### src/rtl/div_issue_ctrl_if.sv
// rtl/div_issue_ctrl_if.sv - request, divider, branch and CDB signal bundle for div_issue_ctrl
interface div_issue_ctrl_if #(
  parameter int NUM_REQ = 4,
  parameter int TAG_W   = 6,
  parameter int BR_W    = 4
);
  localparam int BR_IDX_W = (BR_W > 1) ? $clog2(BR_W) : 1;

  logic [NUM_REQ-1:0]       req_valid;
  logic [NUM_REQ*TAG_W-1:0] req_tag;
  logic [NUM_REQ*BR_W-1:0]  req_brmask;
  logic [NUM_REQ-1:0]       req_gnt;
  logic                     div_start;
  logic                     div_complete;
  logic [31:0]              div_result;
  logic                     br_valid;
  logic                     br_mispred;
  logic [BR_IDX_W-1:0]      br_idx;
  logic                     cdb_req;
  logic                     cdb_gnt;
  logic [TAG_W-1:0]         out_tag;
  logic [31:0]              out_data;
  logic                     busy;

  modport slave (
    input  req_valid, req_tag, req_brmask, div_complete, div_result,
           br_valid, br_mispred, br_idx, cdb_gnt,
    output req_gnt, div_start, cdb_req, out_tag, out_data, busy
  );

  modport master (
    output req_valid, req_tag, req_brmask, div_complete, div_result,
           br_valid, br_mispred, br_idx, cdb_gnt,
    input  req_gnt, div_start, cdb_req, out_tag, out_data, busy
  );
endinterface

### src/rtl/div_issue_ctrl.sv
// rtl/div_issue_ctrl.sv - round-robin issue, squash and CDB hold controller for the shared divider
module div_issue_ctrl #(
  parameter int NUM_REQ = 4,
  parameter int TAG_W   = 6,
  parameter int BR_W    = 4
) (
  input  logic               clk,
  input  logic               rst,
  div_issue_ctrl_if.slave    bus
);
  localparam int PTR_W = (NUM_REQ > 1) ? $clog2(NUM_REQ) : 1;

  typedef enum logic [1:0] {IDLE, BUSY, DONE} state_t;

  state_t             state, next_state;
  logic [PTR_W-1:0]   rr_ptr, cand_idx, next_ptr;
  logic [PTR_W:0]     sum;
  logic               cand_found, grant_en;
  logic               mispred, correct, kill_now;
  logic [NUM_REQ-1:0] eligible, gnt;
  logic [TAG_W-1:0]   held_tag, cand_tag;
  logic [BR_W-1:0]    held_mask, cand_mask;
  logic [31:0]        held_data;
  logic               killed;

  assign mispred  = bus.br_valid && bus.br_mispred;
  assign correct  = bus.br_valid && !bus.br_mispred;
  assign kill_now = mispred && held_mask[bus.br_idx];

  // A requester squashed by this cycle's mispredict is not eligible for grant
  genvar g;
  generate
    for (g = 0; g < NUM_REQ; g++) begin : g_elig
      logic [BR_W-1:0] mask;
      assign mask        = bus.req_brmask[g*BR_W +: BR_W];
      assign eligible[g] = bus.req_valid[g] && !(mispred && mask[bus.br_idx]);
    end
  endgenerate

  // Pick the first eligible entry at or after rr_ptr, wrapping around
  always_comb begin
    cand_found = 1'b0;
    cand_idx   = '0;
    sum        = '0;
    for (int k = 0; k < NUM_REQ; k++) begin
      sum = {1'b0, rr_ptr} + (PTR_W+1)'(k);
      if (sum >= (PTR_W+1)'(NUM_REQ))
        sum = sum - (PTR_W+1)'(NUM_REQ);
      if (!cand_found && eligible[sum[PTR_W-1:0]]) begin
        cand_found = 1'b1;
        cand_idx   = sum[PTR_W-1:0];
      end
    end
  end

  // Fetch tag and branch mask of the chosen candidate
  always_comb begin
    cand_tag  = '0;
    cand_mask = '0;
    for (int i = 0; i < NUM_REQ; i++) begin
      if (cand_idx == PTR_W'(i)) begin
        cand_tag  = bus.req_tag[i*TAG_W +: TAG_W];
        cand_mask = bus.req_brmask[i*BR_W +: BR_W];
      end
    end
  end

  assign next_ptr = (cand_idx == PTR_W'(NUM_REQ-1)) ? '0 : cand_idx + PTR_W'(1);
  assign grant_en = (state == IDLE) && cand_found && !rst;
  assign gnt      = grant_en ? (NUM_REQ'(1) << cand_idx) : '0;

  // Next-state: issue from IDLE, wait out the divider, hold result until CDB or squash
  always_comb begin
    next_state = state;
    unique case (state)
      IDLE: if (grant_en) next_state = BUSY;
      BUSY: if (bus.div_complete) next_state = (killed || kill_now) ? IDLE : DONE;
      DONE: if (bus.cdb_gnt || kill_now) next_state = IDLE;
      default: next_state = IDLE;
    endcase
  end

  // State register
  always_ff @(posedge clk) begin
    if (rst) state <= IDLE;
    else     state <= next_state;
  end

  // Track the in-flight op: tag, live branch mask, squash flag and result
  always_ff @(posedge clk) begin
    if (rst) begin
      rr_ptr    <= '0;
      held_tag  <= '0;
      held_mask <= '0;
      held_data <= '0;
      killed    <= 1'b0;
    end else begin
      unique case (state)
        IDLE: begin
          if (grant_en) begin
            held_tag  <= cand_tag;
            held_mask <= cand_mask;
            killed    <= 1'b0;
            rr_ptr    <= next_ptr;
          end
        end
        BUSY: begin
          if (kill_now) killed <= 1'b1;
          if (correct) held_mask[bus.br_idx] <= 1'b0;
          if (bus.div_complete && !killed && !kill_now) held_data <= bus.div_result;
        end
        DONE: begin
          if (correct) held_mask[bus.br_idx] <= 1'b0;
        end
        default: ;
      endcase
    end
  end

  assign bus.req_gnt   = gnt;
  assign bus.div_start = grant_en;
  assign bus.cdb_req   = (state == DONE);
  assign bus.out_tag   = held_tag;
  assign bus.out_data  = held_data;
  assign bus.busy      = (state != IDLE);
endmodule

### src/flat_wrapper.sv
// flat-port wrapper written by rule: the top's interface ports become plain ports
module div_issue_ctrl_flat 
#(
  parameter int NUM_REQ = 4,
  parameter int TAG_W   = 6,
  parameter int BR_W    = 4
)
  (clk, rst, bus_req_valid, bus_req_tag, bus_req_brmask, bus_div_complete, bus_div_result, bus_br_valid, bus_br_mispred, bus_br_idx, bus_cdb_gnt, bus_req_gnt, bus_div_start, bus_cdb_req, bus_out_tag, bus_out_data, bus_busy);
  div_issue_ctrl_if #(.NUM_REQ(NUM_REQ), .TAG_W(TAG_W), .BR_W(BR_W)) bus_i ();
  input  logic clk;
  input  logic rst;
  input wire logic [$bits(bus_i.req_valid)-1:0] bus_req_valid;
  input wire logic [$bits(bus_i.req_tag)-1:0] bus_req_tag;
  input wire logic [$bits(bus_i.req_brmask)-1:0] bus_req_brmask;
  input wire logic [$bits(bus_i.div_complete)-1:0] bus_div_complete;
  input wire logic [$bits(bus_i.div_result)-1:0] bus_div_result;
  input wire logic [$bits(bus_i.br_valid)-1:0] bus_br_valid;
  input wire logic [$bits(bus_i.br_mispred)-1:0] bus_br_mispred;
  input wire logic [$bits(bus_i.br_idx)-1:0] bus_br_idx;
  input wire logic [$bits(bus_i.cdb_gnt)-1:0] bus_cdb_gnt;
  output wire logic [$bits(bus_i.req_gnt)-1:0] bus_req_gnt;
  output wire logic [$bits(bus_i.div_start)-1:0] bus_div_start;
  output wire logic [$bits(bus_i.cdb_req)-1:0] bus_cdb_req;
  output wire logic [$bits(bus_i.out_tag)-1:0] bus_out_tag;
  output wire logic [$bits(bus_i.out_data)-1:0] bus_out_data;
  output wire logic [$bits(bus_i.busy)-1:0] bus_busy;
  assign bus_i.req_valid = bus_req_valid;
  assign bus_i.req_tag = bus_req_tag;
  assign bus_i.req_brmask = bus_req_brmask;
  assign bus_i.div_complete = bus_div_complete;
  assign bus_i.div_result = bus_div_result;
  assign bus_i.br_valid = bus_br_valid;
  assign bus_i.br_mispred = bus_br_mispred;
  assign bus_i.br_idx = bus_br_idx;
  assign bus_i.cdb_gnt = bus_cdb_gnt;
  assign bus_req_gnt = bus_i.req_gnt;
  assign bus_div_start = bus_i.div_start;
  assign bus_cdb_req = bus_i.cdb_req;
  assign bus_out_tag = bus_i.out_tag;
  assign bus_out_data = bus_i.out_data;
  assign bus_busy = bus_i.busy;
  div_issue_ctrl #(.NUM_REQ(NUM_REQ), .TAG_W(TAG_W), .BR_W(BR_W)) u_core (.clk(clk), .rst(rst), .bus(bus_i));
endmodule
### config.mk
export PLATFORM = sky130hd
export DESIGN_NAME = div_issue_ctrl_flat
export DESIGN_NICKNAME = d
export VERILOG_FILES = /design/src/rtl/div_issue_ctrl_if.sv /design/src/rtl/div_issue_ctrl.sv /design/src/flat_wrapper.sv
export SDC_FILE = /design/constraint.sdc
export NUM_CORES = 1
export LEC_CHECK = 0
export ABC_AREA = 1
export CORE_UTILIZATION = 44
export CTS_BUF_LIST = sky130_fd_sc_hd__clkbuf_16
export DETAILED_ROUTE_END_ITERATION = 8
export PLACE_DENSITY_LB_ADDON = 0.2
export SLEW_MARGIN = 30
export SYNTH_ARGS = -nofsm -noshare
export SYNTH_HDL_FRONTEND = slang
export SYNTH_SLANG_ARGS = --single-unit
### constraint.sdc
create_clock -name clk -period 9 [get_ports clk]
set_clock_uncertainty 0.2 [all_clocks]
set_input_delay 2.25 -clock clk [delete_from_list [all_inputs] [get_ports clk]]
set_output_delay 2.25 -clock clk [all_outputs]
set_load 0.02 [all_outputs]
After elaboration in Yosys (flattened, before gate mapping)
Index checks and enable logic that the tools add are counted.
{"block": "word_totals", "reg_bits": 47, "elab_cells": 133}
{"block": "classes", "n_addsub": 8, "order_cmp": 10, "eq_ne": 10, "shifts": 1, "mux": 53, "bitwise_logic": 2, "reduce_logical": 43}
{"operator": "4-bit two-way mux", "n": 7}
{"operator": "2-bit two-way mux", "n": 13}
{"operator": "6-bit two-way mux", "n": 4}
{"operator": "1-bit logical AND", "n": 19}
{"operator": "1-bit binary-select mux with 2-bit select", "n": 9}
{"operator": "1-bit two-way mux", "n": 16}
{"operator": "2-bit by 3-bit less-than comparator with 1-bit output, second input constant", "n": 5}
{"operator": "1-bit logical NOT", "n": 11}
{"operator": "3-bit >= comparator, second input constant", "n": 3}
{"operator": "3-bit AND reduction", "n": 3}
{"operator": "2-bit by 1-bit != test with 1-bit output, second input constant", "n": 4}
{"operator": "4-bit one-hot mux with 2 select lines", "n": 1}
{"operator": "2-bit by 1-bit subtractor with 2-bit output, second input constant", "n": 4}
{"operator": "2-bit by 2-bit adder with 3-bit output, second input constant", "n": 2}
{"operator": "2-bit == test, second input constant", "n": 3}
{"operator": "2-bit one-hot mux with 3 select lines", "n": 1}
{"operator": "2-bit nonzero test", "n": 3}
{"operator": "4-bit bitwise AND", "n": 1}
{"operator": "2-bit by 1-bit == test with 1-bit output, second input constant", "n": 2}
{"operator": "2-bit logical NOT", "n": 2}
{"operator": "4-bit inverter", "n": 1}
{"operator": "2-bit AND reduction", "n": 2}
{"operator": "1-bit by 2-bit << shifter with 4-bit output, first input constant", "n": 1}
{"operator": "2-bit by 1-bit adder with 3-bit output, second input constant", "n": 1}
{"operator": "other kinds (8)", "n": 9}

Logic depth before layout (Yosys ltp)
{"block": "logic_depth", "ltp_word": 24, "depth_mapped": 26}

Least setup slack after synthesis
OpenSTA, ideal clock, no wires.
{"block": "synth_timing", "path_kind": "input port to output port", "start": "input bus_br_idx[1]", "end": "output bus_req_gnt[3]", "arrival_time_ns": 4.323, "required_ns": 6.550, "setup_slack_ns": 2.227, "stages": 16, "cell_sequence": "buf_2 inv_1 nand2_1 nand2_1 nand2_1 nand3_1 nand2_2 o21ai_4 nand2_1 xor2_1 nor2_1 ha_1 inv_1 clkbuf_1 clkbuf_1 nor2_1"}
{"block": "synth_between", "elab_chain_len": 20, "elab_cells_between_ends": 46, "classes_between": "shift (1); mux (25); reduce/logical (20)"}
{"element": "start: declaration", "line_no": "flat_wrapper.sv:19", "rtl": "input wire logic [$bits(bus_i.br_idx)-1:0] bus_br_idx;"}
{"element": "1-bit binary-select mux with 2-bit select", "line_no": "div_issue_ctrl.sv:36", "rtl": "assign eligible[g] = bus.req_valid[g] && !(mispred && mask[bus.br_idx]);"}
{"element": "1-bit two-way mux (not written as such)", "line_no": "div_issue_ctrl.sv:36"}
{"element": "1-bit logical AND", "line_no": "div_issue_ctrl.sv:36"}
{"element": "1-bit logical NOT", "line_no": "div_issue_ctrl.sv:36"}
{"element": "1-bit logical AND", "line_no": "div_issue_ctrl.sv:36"}
{"element": "1-bit binary-select mux with 2-bit select", "line_no": "div_issue_ctrl.sv:49", "rtl": "if (!cand_found && eligible[sum[PTR_W-1:0]]) begin"}
{"element": "1-bit two-way mux (not written as such)", "line_no": "div_issue_ctrl.sv:49"}
{"element": "1-bit two-way mux", "line_no": "div_issue_ctrl.sv:49"}
{"element": "[... 3 more ...]"}
{"element": "1-bit logical NOT", "line_no": "div_issue_ctrl.sv:49"}
{"element": "1-bit logical AND", "line_no": "div_issue_ctrl.sv:49"}
{"element": "1-bit two-way mux", "line_no": "div_issue_ctrl.sv:49"}
{"element": "1-bit logical NOT", "line_no": "div_issue_ctrl.sv:49"}
{"element": "1-bit logical AND", "line_no": "div_issue_ctrl.sv:49"}
{"element": "1-bit two-way mux", "line_no": "div_issue_ctrl.sv:49"}
{"element": "1-bit logical AND (2 in series)", "line_no": "div_issue_ctrl.sv:69", "rtl": "assign grant_en = (state == IDLE) && cand_found && !rst;"}
{"element": "4-bit two-way mux *", "line_no": "div_issue_ctrl.sv:70", "rtl": "assign gnt = grant_en ? (NUM_REQ'(1) << cand_idx) : '0;"}
{"element": "end: declaration", "line_no": "flat_wrapper.sv:21", "rtl": "output wire logic [$bits(bus_i.req_gnt)-1:0] bus_req_gnt;"}
Every way passes the cells marked *; elsewhere a longest branch is shown, timed or not. The select of a mux whose other input is x is not followed.

Worst setup path after layout
{"block": "layout_timing", "start": "input bus_br_idx[0]", "end": "output bus_req_gnt[1]"}
Same word-level chain as after synthesis.

==> impl_metrics.env <==
export IMPL_endpoint_kind="output port"
export IMPL_row_count=28
export IMPL_grtUsageTotal=0.236
export IMPL_grt_pass1_wl_um=12100
export IMPL_synth_area_leaders="dfxtp_1, nand2_1, nand3_1, a21oi_1, o21ai_0"
export IMPL_hp_class="reg2reg"
export IMPL_vias=3075
export IMPL_post_synth_cell_area_avg_um2=6.48
export IMPL_worstPathArrival_ps=5810
export IMPL_slew_headroom=0.608
export IMPL_ctsResizeCount=0
export IMPL_setup_viol=0
export IMPL_grt_max_degree=37
export IMPL_setup_tns_ps=0
export IMPL_antenna_found_initial=0
export IMPL_crit_type="in2out"
export IMPL_synthCells=416
export IMPL_diodes=0
export IMPL_gp_congestion=0.824
export IMPL_routedWlPerCell_um=12.6
export IMPL_portBuffers=128
export IMPL_grt_pass1_vias=2794
export IMPL_hpwl_um=5710
export IMPL_status="finished clean"
export IMPL_layout_nets=616
export IMPL_synthDominantCellAreaShare=0.349
export IMPL_post_cts_buffers=0
export IMPL_drtIter0Drc=213
export IMPL_rsz0062_at_grt="no"
export IMPL_die_area_um2=6450
export IMPL_clk_pin_slew_ps=60
export IMPL_worstSetupStartpointType="input pin"
export IMPL_cts_sinks=47
export IMPL_yosysUniqueCellTypes=26
export IMPL_drv_cap=0
export IMPL_syn_nets=507
export IMPL_start_util=0.456
export IMPL_netlist_area_um2=2700
export IMPL_die_width_um=80.3
export IMPL_synth_warnings=0
export IMPL_drt_pass1_iterations=5
export IMPL_drv_slew=0
export IMPL_cp_data_required_time_ps=6550
export IMPL_post_route_util=0.695
export IMPL_cts_buffers=5
export IMPL_clk_latency_ps=280
export IMPL_yosys_area_top_type="dfxtp_1"
export IMPL_clock_root_buffer="clkbuf_16"
export IMPL_area_delta_synth_final_pct=52.6
export IMPL_p_leak_uw=0.00166
export IMPL_crit_fanout=13
export IMPL_clk_path_buf_depth=2
export IMPL_tightest_slew_ps=586
export IMPL_via_per_inst=5.13
export IMPL_layout_drive_gt1_share=0.0400
export IMPL_clock_fmax_mhz=121
export IMPL_period_needed_ps=8260
export IMPL_postCtsHoldBufs=0
export IMPL_drc_errors=0
export IMPL_peakVddDrop_mv=0.191
export IMPL_ys_seq_area_frac=0.349
export IMPL_core_um2=5920
export IMPL_hold_viol=0
export IMPL_ios=129
export IMPL_grt_overflow_total=0
export IMPL_die_height_um=80.3
export IMPL_p_per_area_nw_per_um2=340
export IMPL_ant_nets=0
export IMPL_post_route_period_util=0.918
export IMPL_cts_tree="built"
export IMPL_routed_wl_um=7560
export IMPL_ys_ff_latch=47
export IMPL_cts_htree_levels=2
## cell usage after synthesis
cell type	number
nand2_1	119
nand3_1	70
a21oi_1	57
dfxtp_1	47
o21ai_0	26
inv_1	20
nor2_1	20
clkbuf_1	17
buf_2	7
ha_1	7
nand2_2	4
a32oi_1	3
buf_6	3
buf_1	2
nand3_2	2
nand4_1	2
buf_4	1
inv_2	1
nand3b_1	1
nand4_2	1
nor2_2	1
o21ai_1	1
o21ai_4	1
o22ai_1	1
xnor2_1	1
xor2_1	1
## final timing paths
| path | startpoint | endpoint | slack, ps | cells past startpoint |
|---|---|---|---|---|
| worst max-delay path | bus_br_idx[0] | bus_req_gnt[1] | 740 | 18 |
| worst min-delay path | u_core.bus.out_data[6] | u_core.bus.out_data[6] | 260 | 2 |
| worst max register to register | u_core.rr_ptr[0] | u_core.held_mask[3] | 5670 | 18 |
| worst min register to register | u_core.bus.out_data[6] | u_core.bus.out_data[6] | 260 | 2 |
## report_power, final
part | switching (uW) | internal, uW
combinational | 567 | 352
clock | 71.5 | 128
sequential | 30.0 | 251
## metrics by stage
| step | area, um^2 | power, uW | hold slack, ps | setup slack, ps | cells |
|---|---|---|---|---|---|
| after floorplan | 2700 | 947 | 237 | 2230 | 416 |
| after global placement | 3960 | 1170 | 245 | 873 | 593 |
| after detailed placement | 3960 | 1190 | 254 | 794 | 593 |
| after CTS | 4120 | 1400 | 262 | 776 | 600 |
| after global routing | 4120 | 1530 | 276 | 383 | 600 |
| final | 4120 | 1400 | 260 | 742 | 600 |
## layer usage
| metal | GRT usage | up-vias | wire length, um |
|---|---|---|---|
| met4 | 0.0750 | 0 | 82 |
| met3 | 0.0739 | 8 | 600 |
| met2 | 0.408 | 97 | 3590 |
| met5 | 0 | - | 0 |
| li1 | - | 1596 | - |
| met1 | 0.276 | 1374 | 3290 |
## cells by family after synthesis
group	synth area share
and+or+nand+nor	0.354
AOI/OAI and AO/OA	0.174
buffers and inverters	0.0839
DFF	0.349
adders and majority gates	0.0325
xor gates and xnor gates	0.00649
## worst max-delay path, stage by stage
cell and delay, ps:
clkdlybuf4s50_1 740, inv_2 190, nand2_1 100, nand2_1 50
nand2_1 50, nand2_1 60, nand2_1 90, nand3_2 90
nand3_1 130, nand2_2 90, nand3_1 70, nand2_1 60
xor2_1 140, nor2_1 260, ha_1 420, inv_1 250
nor2_1 150, clkdlybuf4s50_1 620
## final cells by class
class / count / area (um^2)
tap: 75 / 93.8
clock inverter: 2 / 33.8
timing repair buffer: 132 / 1310
sequential: 47 / 941
fill: 508 / 1800
multi-input combinational: 318 / 1530
inverter: 21 / 78.8
clock buffer: 5 / 125
## layout by cell type, fill, tap and decap left out, drive strengths merged
cell type / instances
bufinv: 1
nor2: 21
o21ai: 28
a21oi: 57
xor2: 1
buf: 4
o22ai: 1
a32oi: 3
nand3: 72
clkbuf: 5
xnor2: 1
nand2: 123
dfxtp: 47
ha: 7
nand3b: 1
inv: 22
clkdlybuf4s50: 128
nand4: 3
## flip-flops by register name, summed over array words and instances (netlist names)
register,flops
u_core.held_mask,4
u_core.rr_ptr,2
u_core.killed,1
u_core.state,2
u_core.bus.out_tag,6
u_core.bus.out_data,32
Power figures use the tool's default switching activity.
